===== src/rtl/fetch_sequencer_if.sv =====
// Bus bundle between the fetch sequencer, the byte-wide instruction memory and the decoder.
// master = sequencer side, slave = memory/decoder side.
interface fetch_sequencer_if #(
  parameter int I_ADDR_W     = 12,
  parameter int INST_W_BYTES = 2,
  parameter int MEM_W        = 8
);
  // Handshakes: a transfer happens on a rising clk edge where valid && ready are both high.
  // A source holds valid and its payload stable until that edge. mem_rsp_valid carries no
  // ready: it is a one-cycle data strobe answering the single outstanding request.
  logic                          mem_req_valid;
  logic [I_ADDR_W-1:0]           mem_req_addr;
  logic                          mem_req_ready;
  logic                          mem_rsp_valid;
  logic [MEM_W-1:0]              mem_rsp_data;
  logic [INST_W_BYTES*MEM_W-1:0] instr;
  logic [I_ADDR_W-1:0]           instr_pc;
  logic                          instr_valid;
  logic                          instr_ready;

  modport master (
    output mem_req_valid, mem_req_addr, instr, instr_pc, instr_valid,
    input  mem_req_ready, mem_rsp_valid, mem_rsp_data, instr_ready
  );

  modport slave (
    input  mem_req_valid, mem_req_addr, instr, instr_pc, instr_valid,
    output mem_req_ready, mem_rsp_valid, mem_rsp_data, instr_ready
  );
endinterface


===== src/rtl/fetch_sequencer.sv =====
// Multi-cycle instruction fetch: reads INST_W_BYTES bytes at pc, assembles them little-endian,
// presents the instruction to the decoder and strobes pc_update_en once per accepted instruction.
module fetch_sequencer #(
  parameter int I_ADDR_W     = 12,
  parameter int INST_W_BYTES = 2,
  parameter int MEM_W        = 8
) (
  input  logic                clk,
  input  logic                rst_n,
  input  logic [I_ADDR_W-1:0] pc,
  output logic                pc_update_en,
  input  logic                halt,
  output logic                halted,
  fetch_sequencer_if.master   bus,
  output logic [2:0]          state_dbg
);

  localparam int IDX_W = (INST_W_BYTES > 1) ? $clog2(INST_W_BYTES) : 1;
  localparam logic [IDX_W-1:0] LAST_IDX = IDX_W'(INST_W_BYTES - 1);

  typedef enum logic [2:0] {
    S_IDLE     = 3'd0,
    S_REQ      = 3'd1,
    S_WAIT_RSP = 3'd2,
    S_PRESENT  = 3'd3,
    S_ADVANCE  = 3'd4,
    S_HALT     = 3'd5
  } state_t;

  state_t                        state_q, state_d;
  logic [IDX_W-1:0]              idx_q, idx_d;
  logic [INST_W_BYTES*MEM_W-1:0] instr_q;
  logic [I_ADDR_W-1:0]           instr_pc_q;

  always_ff @(posedge clk or negedge rst_n) begin
    if (!rst_n) begin
      state_q <= S_IDLE;
      idx_q   <= '0;
    end else begin
      state_q <= state_d;
      idx_q   <= idx_d;
    end
  end

  // halt is only looked at on instruction boundaries, so a fetch in flight always completes.
  always_comb begin
    state_d = state_q;
    idx_d   = idx_q;
    unique case (state_q)
      S_IDLE: begin
        if (halt) begin
          state_d = S_HALT;
        end else begin
          state_d = S_REQ;
          idx_d   = '0;
        end
      end
      S_REQ: begin
        if (bus.mem_req_ready) state_d = S_WAIT_RSP;
      end
      S_WAIT_RSP: begin
        if (bus.mem_rsp_valid) begin
          if (idx_q == LAST_IDX) begin
            state_d = S_PRESENT;
          end else begin
            state_d = S_REQ;
            idx_d   = idx_q + IDX_W'(1);
          end
        end
      end
      S_PRESENT: begin
        if (bus.instr_ready) state_d = S_ADVANCE;
      end
      S_ADVANCE: begin
        if (halt) begin
          state_d = S_HALT;
        end else begin
          state_d = S_REQ;
          idx_d   = '0;
        end
      end
      S_HALT: begin
        if (!halt) begin
          state_d = S_REQ;
          idx_d   = '0;
        end
      end
      default: begin
        state_d = S_IDLE;
        idx_d   = '0;
      end
    endcase
  end

  // pc is stable for the whole fetch, so sampling it during the byte-0 request is safe.
  always_ff @(posedge clk or negedge rst_n) begin
    if (!rst_n) begin
      instr_pc_q <= '0;
    end else if (state_q == S_REQ && idx_q == '0) begin
      instr_pc_q <= pc;
    end
  end

  // Responses are only accepted in WAIT_RSP; stray strobes elsewhere never touch instr.
  always_ff @(posedge clk or negedge rst_n) begin
    if (!rst_n) begin
      instr_q <= '0;
    end else if (state_q == S_WAIT_RSP && bus.mem_rsp_valid) begin
      for (int b = 0; b < INST_W_BYTES; b++) begin
        if (idx_q == IDX_W'(b)) instr_q[b*MEM_W +: MEM_W] <= bus.mem_rsp_data;
      end
    end
  end

  always_comb begin
    bus.mem_req_valid = (state_q == S_REQ);
    bus.mem_req_addr  = (state_q == S_REQ) ? (pc + I_ADDR_W'(idx_q)) : '0;
    bus.instr_valid   = (state_q == S_PRESENT);
    bus.instr         = instr_q;
    bus.instr_pc      = instr_pc_q;
    pc_update_en      = (state_q == S_ADVANCE);
    halted            = (state_q == S_HALT);
    state_dbg         = state_q;
  end

endmodule

===== src/flat_wrapper.sv =====
// flat-port wrapper written by rule: the top's interface ports become plain ports
module fetch_sequencer_flat 
#(
  parameter int I_ADDR_W     = 12,
  parameter int INST_W_BYTES = 2,
  parameter int MEM_W        = 8
)
  (clk, rst_n, pc, pc_update_en, halt, halted, state_dbg, bus_mem_req_valid, bus_mem_req_addr, bus_instr, bus_instr_pc, bus_instr_valid, bus_mem_req_ready, bus_mem_rsp_valid, bus_mem_rsp_data, bus_instr_ready);
  fetch_sequencer_if #(.I_ADDR_W(I_ADDR_W), .INST_W_BYTES(INST_W_BYTES), .MEM_W(MEM_W)) bus_i ();
  input  logic clk;
  input  logic rst_n;
  input  logic [I_ADDR_W-1:0] pc;
  output logic pc_update_en;
  input  logic halt;
  output logic halted;
  output logic [2:0] state_dbg;
  output wire logic [$bits(bus_i.mem_req_valid)-1:0] bus_mem_req_valid;
  output wire logic [$bits(bus_i.mem_req_addr)-1:0] bus_mem_req_addr;
  output wire logic [$bits(bus_i.instr)-1:0] bus_instr;
  output wire logic [$bits(bus_i.instr_pc)-1:0] bus_instr_pc;
  output wire logic [$bits(bus_i.instr_valid)-1:0] bus_instr_valid;
  input wire logic [$bits(bus_i.mem_req_ready)-1:0] bus_mem_req_ready;
  input wire logic [$bits(bus_i.mem_rsp_valid)-1:0] bus_mem_rsp_valid;
  input wire logic [$bits(bus_i.mem_rsp_data)-1:0] bus_mem_rsp_data;
  input wire logic [$bits(bus_i.instr_ready)-1:0] bus_instr_ready;
  assign bus_mem_req_valid = bus_i.mem_req_valid;
  assign bus_mem_req_addr = bus_i.mem_req_addr;
  assign bus_instr = bus_i.instr;
  assign bus_instr_pc = bus_i.instr_pc;
  assign bus_instr_valid = bus_i.instr_valid;
  assign bus_i.mem_req_ready = bus_mem_req_ready;
  assign bus_i.mem_rsp_valid = bus_mem_rsp_valid;
  assign bus_i.mem_rsp_data = bus_mem_rsp_data;
  assign bus_i.instr_ready = bus_instr_ready;
  fetch_sequencer #(.I_ADDR_W(I_ADDR_W), .INST_W_BYTES(INST_W_BYTES), .MEM_W(MEM_W)) u_core (.clk(clk), .rst_n(rst_n), .pc(pc), .pc_update_en(pc_update_en), .halt(halt), .halted(halted), .bus(bus_i), .state_dbg(state_dbg));
endmodule

===== config.mk =====
export PLATFORM = sky130hd
export DESIGN_NAME = fetch_sequencer_flat
export DESIGN_NICKNAME = d
export VERILOG_FILES = /design/src/rtl/fetch_sequencer_if.sv /design/src/rtl/fetch_sequencer.sv /design/src/flat_wrapper.sv
export SDC_FILE = /design/constraint.sdc
export NUM_CORES = 1
export LEC_CHECK = 0
export ABC_AREA = 1
export CAP_MARGIN = 20
export CORE_MARGIN = 2
export CORE_UTILIZATION = 28
export DETAILED_ROUTE_END_ITERATION = 8
export HOLD_SLACK_MARGIN = 0.1
export REMOVE_ABC_BUFFERS = 1
export SLEW_MARGIN = 30
export SYNTH_ARGS = -nofsm -noshare
export SYNTH_HDL_FRONTEND = slang
export SYNTH_SLANG_ARGS = --single-unit

===== constraint.sdc =====
create_clock -name clk -period 5.1 [get_ports clk]
set_input_delay 1.53 -clock clk [delete_from_list [all_inputs] [get_ports clk]]
set_output_delay 1.53 -clock clk [all_outputs]
set_load 0.02 [all_outputs]

==> After elaboration in Yosys (flattened, before gate mapping) <==
Index checks and enable logic that the tools add are counted.
{ "word_totals": {"ff_bits": 32, "in_bits": 26, "wordCells": 41} }
{ "classes": {"addsub": 2, "n_eq_ne": 10, "n_mux": 12, "bitwise_logic": 2, "n_reduce_logical": 10} }
{ "ops": {"columns": ["operator", "n"], "rows": [
  ["$mux W3", 5],
  ["$pmux W3 S5", 1],
  ["$add A12 B1 Y12", 1],
  ["$mux W12", 1],
  ["$eq A3 B2 Y1 const B", 2],
  ["$eq A3 B3 Y1 const B", 2],
  ["$ne A2 B2 Y1 const B", 3],
  ["$ne A2 B1 Y1 const B", 2],
  ["$reduce_and A2 Y1", 2],
  ["$reduce_and A4 Y1", 1],
  ["$reduce_or A2 Y1", 2],
  ["$eq A3 B1 Y1 const B", 1],
  ["$logic_not A3 Y1", 1],
  ["$mux W1", 3],
  ["$pmux W1 S3", 1],
  ["$reduce_and A3 Y1", 1],
  ["$reduce_or A3 Y1", 1],
  ["$logic_and A1 B1 Y1", 2],
  ["$mux W2", 1],
  ["$not A1 Y1", 2],
  ["$add A1 B1 Y1 const B", 1]
]} }

==> Logic depth before layout (Yosys ltp) <==
{ "logic_depth": {"word_depth": 4, "ltp_mapped": 7, "depth_no_buf": 7} }

==> Worst setup path after synthesis <==
No wires, ideal clock.
{ "synth_path": {"path_kind": "input to output", "start": "input pc[0]", "end": "output bus_mem_req_addr[11]", "t_arrival_ns": 2.513, "t_required_ns": 3.570, "path_slack_ns": 1.057, "cell_stages": 7, "path_buffers": 0, "cell_sequence": "ha_1 > nand2_1 > nor2_1 > nand3_1 > nand2_1 > inv_1 > nor2_1"} }
{ "synth_via": {"elab_chain_len": 2} }
{ "synth_rtl": {"columns": ["item", "line_no", "rtl"], "rows": [
  ["from (decl)", "flat_wrapper.sv:12", "input logic [I_ADDR_W-1:0] pc;"],
  ["$add A12 B1 Y12", "fetch_sequencer.sv:117", "bus.mem_req_addr = (state_q == S_REQ) ? (pc + I_ADDR_W'(idx_q)) : '0;"],
  ["$mux W12", "fetch_sequencer.sv:117", null],
  ["to (decl)", "flat_wrapper.sv:18", "output wire logic [$bits(bus_i.mem_req_addr)-1:0] bus_mem_req_addr;"]
]} }
No other way between the ends.

==> Worst setup path after layout <==
{ "layout_path": {"start": "input pc[0]", "end": "output bus_mem_req_addr[6]"} }
The elaborated chain is that of the path after synthesis.

==> reports/results.ini <==
[status]
outcome=complete, no violations

[hold_path]
min_path_type=reg -> reg

[timing]
rsz0062_at_grt=false
fin_crit_sh=0.968
min_period_ns=4.94
slew_viol_final=0
relSlewSlack=0.595
final.setup.tns_ns=0
holdWs_ns=0.475
worstMarginPinSlew_ns=0.606
hold_violations=0
setup_violations=0
clock-skew-final_ns=0.00988
clock.fmax_mhz=203

[cts]
clk_pin_slew_ns=0.07
cts_tree=done
cts_buffers=5
cts_sinks=32
hold_buffers=0
cts-root-buf=clkbuf_8
cts_buffer_depth=2
htree_levels=2
clk_latency_ns=0.28

[global_routing]
grt.met3_usage=0.0348
grt_use_met2=0.234
grt_max_degree=33
grt_remaining_overflow=0
track_usage=0.141
busiest_layer=met2
grt_pass1_vias=1551
met1_usage=0.175
grt_pass1_wl_um=7160
antenna_found_initial=0

[placed_design]
place_area_sq_um=2500
hpwlAfterDp_um=3220
io_buffers=72
gp_congestion=0.802

[synth]
synth_warnings=0
synth_top_area_cell=dfrtp_1
syn_area_sq_um=1720
ys_seq_area_frac=0.467
synth.avg_cell_area_sq_um=7.80
ys_top_cells_by_area=dfrtp_1 (47%), nand2_1 (13%), inv_1 (6.1%)
ys_types=23
ys_seq_elements=32
synth_cells=220
synth_top_area_share=0.467

[floorplan]
initial_core_util=0.290
die_h_um=82.3
core_area_sq_um=5920
fp-row-count=28
die-width_um=82.3
die_area_sq_um=6770
ioPinCount=73

[worst_setup_path]
worstSetupEndpointType=output port
critPathLaunchType=input port
critical_path.max_fanout=4
path_class=in -> out
cp.arrival_ns=3.41
worst-endpoint-required_ns=3.57

[routing]
drc=0
routedWlPerCell_um=11.7
drt-total-wl_um=4330
vias_per_cell=4.43
dr.first_iter.drc_count=65
vias=1644
first_pass_iters=4
antenna_left=0

[finish]
nets=323
fin_area_sq_um=2640
most-common-layout-cells=clkdlybuf4s50_1 (68), nand2_1 (61), dfrtp_1 (32)
layout_commonest_cell=clkdlybuf4s50_1
antenna_cells=0
area_growth_pct=53.6
drive_gt1_frac=0.0912

[power]
comb_power_share=0.542
p_sw_w=0.000659
power.share.switching=0.413
ir_worst_vdd_mv=0.239
p_int_w=0.000936
p_leak_nw=1.29
clock_power_share=0.166
powerDensity_nw_per_um2=605
seq_power_share=0.292

[job]
cap_viol_max_count=0

Yosys cell counts:
cell type	n
dfrtp_1	32
buf_2	3
nand3_2	2
nor3b_1	1
nor3_4	1
a21oi_1	5
a31oi_1	1
inv_1	28
nand3_1	15
o21ai_1	10
o21ai_0	17
nand4_1	3
nor2_1	19
buf_6	3
nand3_4	1
ha_1	2
nor3_1	3
nor2_2	1
o21ai_2	8
o21bai_1	1
nand2_1	61
buf_4	1
inv_2	2
routing by layer:
layer / up-vias / routed length [um]
met4: 0 / 53
met3: 4 / 223
met1: 737 / 2090
met2: 46 / 1970
met5: - / 0
li1: 857 / -
final timing paths:
path	startpoint	end	slack, ns	cells after the start
max in group asynchronous	rst_n	u_core.bus.instr_pc[8]	3.14	2
min	u_core.bus.instr_pc[5]	u_core.bus.instr_pc[5]	0.48	2
min reg2reg	u_core.bus.instr_pc[5]	u_core.bus.instr_pc[5]	0.48	2
max reg2reg	u_core.state_dbg[2]	u_core.bus.instr_pc[10]	3.20	5
max	pc[0]	bus_mem_req_addr[6]	0.16	7
min in group asynchronous	rst_n	u_core.bus.instr_pc[2]	1.63	2
state kept, by name, summed over array words and instances (netlist names):
name	cells
u_core.state_dbg	3
u_core.bus.instr_pc	12
u_core.bus.instr	16
u_core.idx_q	1
through the flow:
stage               setup WS (ns)  total power (W)  utilization  instances
floorplan                    1.06         0.000931            -        213
global placement           0.0984          0.00134        0.422        363
detailed placement         0.0706          0.00135        0.422        363
CTS                        0.0677          0.00162        0.443        371
global route               0.0377          0.00172        0.445        371
finish                      0.164          0.00159        0.445        371
final cells by class:
type,count,area [sq um]
clock buffer,7,96.3
clock inverter,1,30.0
fill,611,3290
inverter,30,113
multi-input combinational,151,748
sequential,32,801
tap,75,93.8
timing repair buffer,75,753
cell families (layout without fill, tap and decap cells):
kind of cell | after synthesis | in the layout | synth area share
AOI/OAI and AO/OA | 42 | 42 | 0.142
adders and majority gates | 2 | 2 | 0.0146
and+or+nand+nor | 107 | 107 | 0.278
buffers and inverters | 37 | 113 | 0.0985
DFF | 32 | 32 | 0.467
repair_timing:
| item | CTS | global route |
|---|---|---|
| setup buffers | 0 | 0 |
| setup endpoints to repair | 0 | 4 |
| gates resized for setup | 0 | 5 |
power groups by stage:
stage / Combinational, W / Sequential, W / Clock (W)
after global placement: 0.000869 / 0.000469 / 0
after floorplan: 0.000330 / 0.000602 / 0
final: 0.000864 / 0.000466 / 0.000264
after detailed placement: 0.000877 / 0.000471 / 0
after CTS: 0.000880 / 0.000468 / 0.000277
after global routing: 0.000954 / 0.000482 / 0.000286
worst max-delay path, cell delays in order:
cell	delay [ns]
clkdlybuf4s50_1	0.52
ha_1	0.16
nand2_1	0.10
nor3_1	0.26
nand2_1	0.08
a21oi_1	0.13
clkdlybuf4s50_1	0.62
Note: power is estimated with default switching activity, not from simulation.
